--- src/rtl/uart_transmitter.sv ---
// 8E1 UART transmitter with a small input byte buffer.
// Frames go out back to back while bytes are queued; o_tx and o_done are registered.

module uart_tx_fifo #(
  parameter int DEPTH = 4
) (
  input  logic       clk,
  input  logic       reset,
  input  logic       push,
  input  logic       pop,
  input  logic [7:0] wdata,
  output logic [7:0] rdata,
  output logic       full,
  output logic       empty
);
  localparam int AW = $clog2(DEPTH);
  localparam logic [AW:0] CNT_FULL = (AW+1)'(DEPTH);

  logic [7:0]    mem [DEPTH];
  logic [AW-1:0] wr_ptr, rd_ptr;
  logic [AW:0]   count;

  assign full  = (count == CNT_FULL);
  assign empty = (count == '0);
  assign rdata = mem[rd_ptr];

  // Storage carries no reset; validity is tracked by count alone.
  always_ff @(posedge clk)
    if (push) mem[wr_ptr] <= wdata;

  always_ff @(posedge clk) begin
    if (reset) begin
      wr_ptr <= '0;
      rd_ptr <= '0;
      count  <= '0;
    end else begin
      if (push) wr_ptr <= AW'(wr_ptr + 1'b1);
      if (pop)  rd_ptr <= AW'(rd_ptr + 1'b1);
      case ({push, pop})
        2'b10:   count <= count + 1'b1;
        2'b01:   count <= count - 1'b1;
        default: count <= count;
      endcase
    end
  end
endmodule

module uart_transmitter #(
  parameter int CLKS_PER_BIT = 10,
  parameter int FIFO_DEPTH   = 4
) (
  input  logic       clk,
  input  logic       reset,
  input  logic       i_data_valid,
  input  logic [7:0] i_data_byte,
  output logic       o_ready,
  output logic       o_tx,
  output logic       o_busy,
  output logic       o_done
);
  localparam logic [15:0] CNT_LAST = 16'(CLKS_PER_BIT - 1);

  typedef enum logic [2:0] {
    IDLE   = 3'd0,
    START  = 3'd1,
    DATA   = 3'd2,
    PARITY = 3'd3,
    STOP   = 3'd4
  } state_t;

  state_t      state, state_nxt;
  logic [15:0] cnt;
  logic [2:0]  bit_idx;
  logic [7:0]  shreg;
  logic        parity;
  logic        cnt_last;
  logic        tx_nxt, done_nxt;
  logic        push, pop;
  logic [7:0]  head;
  logic        full, empty;

  assign o_ready  = !full;
  assign push     = i_data_valid && !full;
  assign cnt_last = (cnt == CNT_LAST);
  // Pop in IDLE, or at the end of STOP so the next start bit follows with no gap.
  assign pop      = !empty && ((state == IDLE) || (state == STOP && cnt_last));
  assign o_busy   = (state != IDLE);

  uart_tx_fifo #(.DEPTH(FIFO_DEPTH)) u_fifo (
    .clk   (clk),
    .reset (reset),
    .push  (push),
    .pop   (pop),
    .wdata (i_data_byte),
    .rdata (head),
    .full  (full),
    .empty (empty)
  );

  always_ff @(posedge clk) begin
    if (reset) state <= IDLE;
    else       state <= state_nxt;
  end

  always_comb begin
    state_nxt = state;
    case (state)
      IDLE:    if (!empty) state_nxt = START;
      START:   if (cnt_last) state_nxt = DATA;
      DATA:    if (cnt_last && bit_idx == 3'd7) state_nxt = PARITY;
      PARITY:  if (cnt_last) state_nxt = STOP;
      STOP:    if (cnt_last) state_nxt = empty ? IDLE : START;
      default: state_nxt = IDLE;
    endcase
  end

  always_comb begin
    tx_nxt   = 1'b1;
    done_nxt = 1'b0;
    case (state)
      START:   tx_nxt = 1'b0;
      DATA:    tx_nxt = shreg[0];
      PARITY:  tx_nxt = parity;
      STOP:    done_nxt = cnt_last;
      default: tx_nxt = 1'b1;
    endcase
  end

  // Registered line driver: o_tx lags the FSM by one cycle, glitch-free.
  always_ff @(posedge clk) begin
    if (reset) begin
      o_tx   <= 1'b1;
      o_done <= 1'b0;
    end else begin
      o_tx   <= tx_nxt;
      o_done <= done_nxt;
    end
  end

  // The in-flight byte lives only in shreg, isolated from the buffer and input.
  always_ff @(posedge clk) begin
    if (reset) begin
      cnt     <= '0;
      bit_idx <= '0;
      shreg   <= '0;
      parity  <= 1'b0;
    end else if (pop) begin
      shreg   <= head;
      parity  <= ^head;
      cnt     <= '0;
      bit_idx <= '0;
    end else if (state inside {START, DATA, PARITY, STOP}) begin
      cnt <= cnt_last ? 16'd0 : cnt + 16'd1;
      if (state == DATA && cnt_last) begin
        shreg   <= shreg >> 1;
        bit_idx <= bit_idx + 3'd1;
      end
    end else begin
      cnt     <= '0;
      bit_idx <= '0;
    end
  end
endmodule

--- config.mk ---
export PLATFORM = sky130hd
export DESIGN_NAME = uart_transmitter
export DESIGN_NICKNAME = d
export VERILOG_FILES = /design/src/rtl/uart_transmitter.sv
export SDC_FILE = /design/constraint.sdc
export NUM_CORES = 1
export LEC_CHECK = 0
export CELL_PAD_IN_SITES_DETAIL_PLACEMENT = 1
export CELL_PAD_IN_SITES_GLOBAL_PLACEMENT = 1
export CORE_MARGIN = 1
export CORE_UTILIZATION = 48
export DETAILED_ROUTE_END_ITERATION = 7
export GPL_ROUTABILITY_DRIVEN = 0
export GPL_TIMING_DRIVEN = 1
export PLACE_DENSITY = 0.88
export SETUP_SLACK_MARGIN = 0.02
export SLEW_MARGIN = 20
export SYNTH_ARGS = -nofsm -noshare
export SYNTH_HDL_FRONTEND = slang
export SYNTH_HIERARCHICAL = 1
export SYNTH_SLANG_ARGS = --single-unit
export TNS_END_PERCENT = 1
--- constraint.sdc ---
create_clock -name clk -period 4 [get_ports clk]
set_input_delay 1.2 -clock clk [delete_from_list [all_inputs] [get_ports clk]]
set_output_delay 1.2 -clock clk [all_outputs]
set_load 0.05 [all_outputs]
==> impl_metrics.toml <==
[clock_network]
cts_hold_buffers = 0
clkLatencyLatePin_ps = 350
postCtsSetupBuffers = 0
numCtsBuffers = 9
cts.repair.resized = 0
clk_path_buf_depth = 2
cts.sinks = 74
clk_transition_reported_paths_ps = 90
cts_tree = "done"
root_buffer = "clkbuf_8"
h-tree-depth = 3

[outcome]
outcome = "completed"

[setup_path]
r2r_setup_slack_ps = 790
ff2ff_path_depth = 12
cp_data_required_time_ps = 4280
worstPathMaxFanout = 8
rr_endpoint = "u_fifo/count[2]"
end_kind = "register"
critPathLaunchType = "register"
crit_type = "reg -> reg"
reg2reg_from = "cnt[0]"
cp.arrival_ps = 3500
crit_path_end = "u_fifo/count[2]"
startpoint = "cnt[0]"

[drt]
first_iter_violations = 162
drc = 0
vias = 2258
final_antenna_net_count = 0
wl_met3_um = 157
finalWirelength_mm = 6.89
drt_first_pass_iters = 6
avgRoutedWirePerCell_um = 18.2
highest_layer = "met4"
met1Wirelength_mm = 3.08
wl_met2_mm = 3.54
avgViaCountPerCell = 5.96

[cells_and_area]
area_growth_pct = 12.3
diodes = 0
final_util = 0.570
num-fill-cells = 696
drive_gt1_frac = 0.106
layout_common_cells = "dfxtp_1 (42), edfxtp_1 (32), nor2_1 (22)"
stdcell_count = 379
nNetsFinal = 318
mostFrequentLayoutCell = "dfxtp_1"

[min_path]
whs_path_depth = 1
holdCritPathClass = "reg -> reg"

[global_route]
grt_pass1_vias = 2384
grt_pass1_wl_mm = 11.7
overflow = 0
grt_max_degree = 24
antenna_found_initial = 0
grt_use_total = 0.212

[pwr]
p_leak_nw = 1.21
pwr_density_cell_nw_per_um2 = 651
irDropWorstVdd_mv = 0.293
fin_total_pwr_w = 0.00240

[synth]
ys_types = 40
syn-instance-count = 285
synth_area_per_cell_um2 = 11.5
yosys_warnings = 6
syn_area_um2 = 3280
synth-seq-area-share = 0.550
synth_nets = 306
ys_ff_latch = 74

[timing]
fin_crit_ps = 3210
post-route-period-util = 0.804
hold_viol_final = 0
setup_viol_count_final = 0
drv_slew = 0
timing.fmax_mhz = 311
clock_skew_ps = 14.4
tns_ps = 0
tightest_slew_ps = 926
hold_ws_ps = 486
rsz0062_at_grt = "no"
slew_headroom = 0.378

[floorplanning]
pin_count = 15
fp.dieW_um = 84.6
die-area_um2 = 7160
core-area_um2 = 6460
rows = 29
die_h_um = 84.6
start_util = 0.508

[placement]
place_inst = 363
place_hpwl_mm = 4.62
port-buffer-count = 14

[run]
cap_violations = 0
[cell type report]
| type | count | area (µm²) | share of cell area |
|---|---|---|---|
| Sequential cell | 74 | 1800 | 0.489 |
| Multi-Input combinational cell | 183 | 1350 | 0.367 |
| Timing Repair Buffer | 17 | 163 | 0.0442 |
| Clock buffer | 9 | 124 | 0.0336 |
| Clock inverter | 7 | 100 | 0.0272 |
| Tap cell | 77 | 96.3 | 0.0262 |
| Inverter | 12 | 45.0 | 0.0122 |
[Yosys cell counts]
| library cell | count | area share |
|---|---|---|
| nor2_1 | 22 | 0.025 |
| xnor2_1 | 12 | 0.032 |
| buf_2 | 1 | 0.0015 |
| dfxtp_1 | 42 | 0.26 |
| nor2b_1 | 1 | 0.0019 |
| clkbuf_2 | 2 | 0.0031 |
| clkbuf_1 | 8 | 0.0092 |
| or4_4 | 1 | 0.0034 |
| nand4_1 | 6 | 0.011 |
| o41ai_2 | 1 | 0.0050 |
| ha_1 | 9 | 0.034 |
| and3b_1 | 1 | 0.0027 |
| a32oi_1 | 5 | 0.013 |
| inv_1 | 12 | 0.014 |
| o221ai_1 | 6 | 0.016 |
| or3_1 | 11 | 0.021 |
| fa_1 | 1 | 0.0061 |
| xor2_1 | 9 | 0.024 |
| a22oi_1 | 1 | 0.0023 |
| mux4_2 | 8 | 0.055 |
| and4_1 | 2 | 0.0053 |
| nor4_2 | 1 | 0.0038 |
| mux2i_1 | 1 | 0.0031 |
| a211oi_1 | 4 | 0.0092 |
| and2_1 | 9 | 0.017 |
| o31ai_1 | 1 | 0.0023 |
| or4b_4 | 2 | 0.0084 |
| a21oi_1 | 18 | 0.027 |
| o41a_1 | 1 | 0.0034 |
| nand2_1 | 8 | 0.0092 |
| nand3_1 | 13 | 0.020 |
| and3_1 | 3 | 0.0057 |
| buf_6 | 2 | 0.0069 |
| o21ai_0 | 14 | 0.021 |
| nor3_1 | 7 | 0.011 |
| a311oi_1 | 2 | 0.0053 |
| edfxtp_1 | 32 | 0.29 |
| or4_1 | 2 | 0.0046 |
| or2_2 | 1 | 0.0019 |
| buf_1 | 3 | 0.0034 |
[how the worst min path moves through the flow]
stage | startpoint | to | slack [ps]
after floorplan | cnt[0] | cnt[0] | 440
after global placement | cnt[0] | cnt[0] | 460
after detailed placement | cnt[0] | cnt[0] | 470
after CTS | shreg[1] | shreg[1] | 490
after global routing | shreg[7] | shreg[7] | 530
final | cnt[0] | cnt[0] | 490
[worst max-delay path, cell delays in order (launching register included)]
cell and delay (ps):
dfxtp_1 410, ha_1 160, or4b_4 490, o41ai_2 350, buf_4 200, nand2_1 100, inv_1 150, ha_1 210
inv_1 70, fa_1 380, xor2_1 160, or3_1 310, a21oi_1 150
[metrics by stage]
step / cell area, µm² / worst slack, ps
finish: 3680 / 785
global route: 3680 / 598
CTS: 3680 / 805
detailed placement: 3460 / 726
global placement: 3460 / 879
floorplan: 3280 / 870
[flip-flops by register name (all words and copies together), names as in the netlist, named ones only]
signal and count:
bit_idx 3, cnt 16, o_done 1, o_tx 1, parity 1, shreg 8, state 3, u_fifo/count 3
u_fifo/mem 32, u_fifo/rd_ptr 2, u_fifo/wr_ptr 2
[layer usage]
metal,vias up,GRT usage
met5,-,0
met4,0,0.0847
met3,13,0.0383
met2,30,0.370
met1,1140,0.262
li1,1075,-
[cells by family after synthesis]
logic type      Yosys count  synth area share
buf+inv                  28            0.0378
flops                    74             0.550
xor+xnor                 21            0.0561
compound gates           53             0.106
simple gates             90             0.152
fa+ha+maj                10            0.0405
mux                       9            0.0580
[power breakdown]
part	leakage, nW	internal [W]	switching (W)
Sequential	0.635	0.000914	0.0000948
Clock	0.109	0.000357	0.000295
Combinational	0.468	0.000328	0.000408
Total	1.21	0.00160	0.000798
Power figures use the tool's default switching activity.
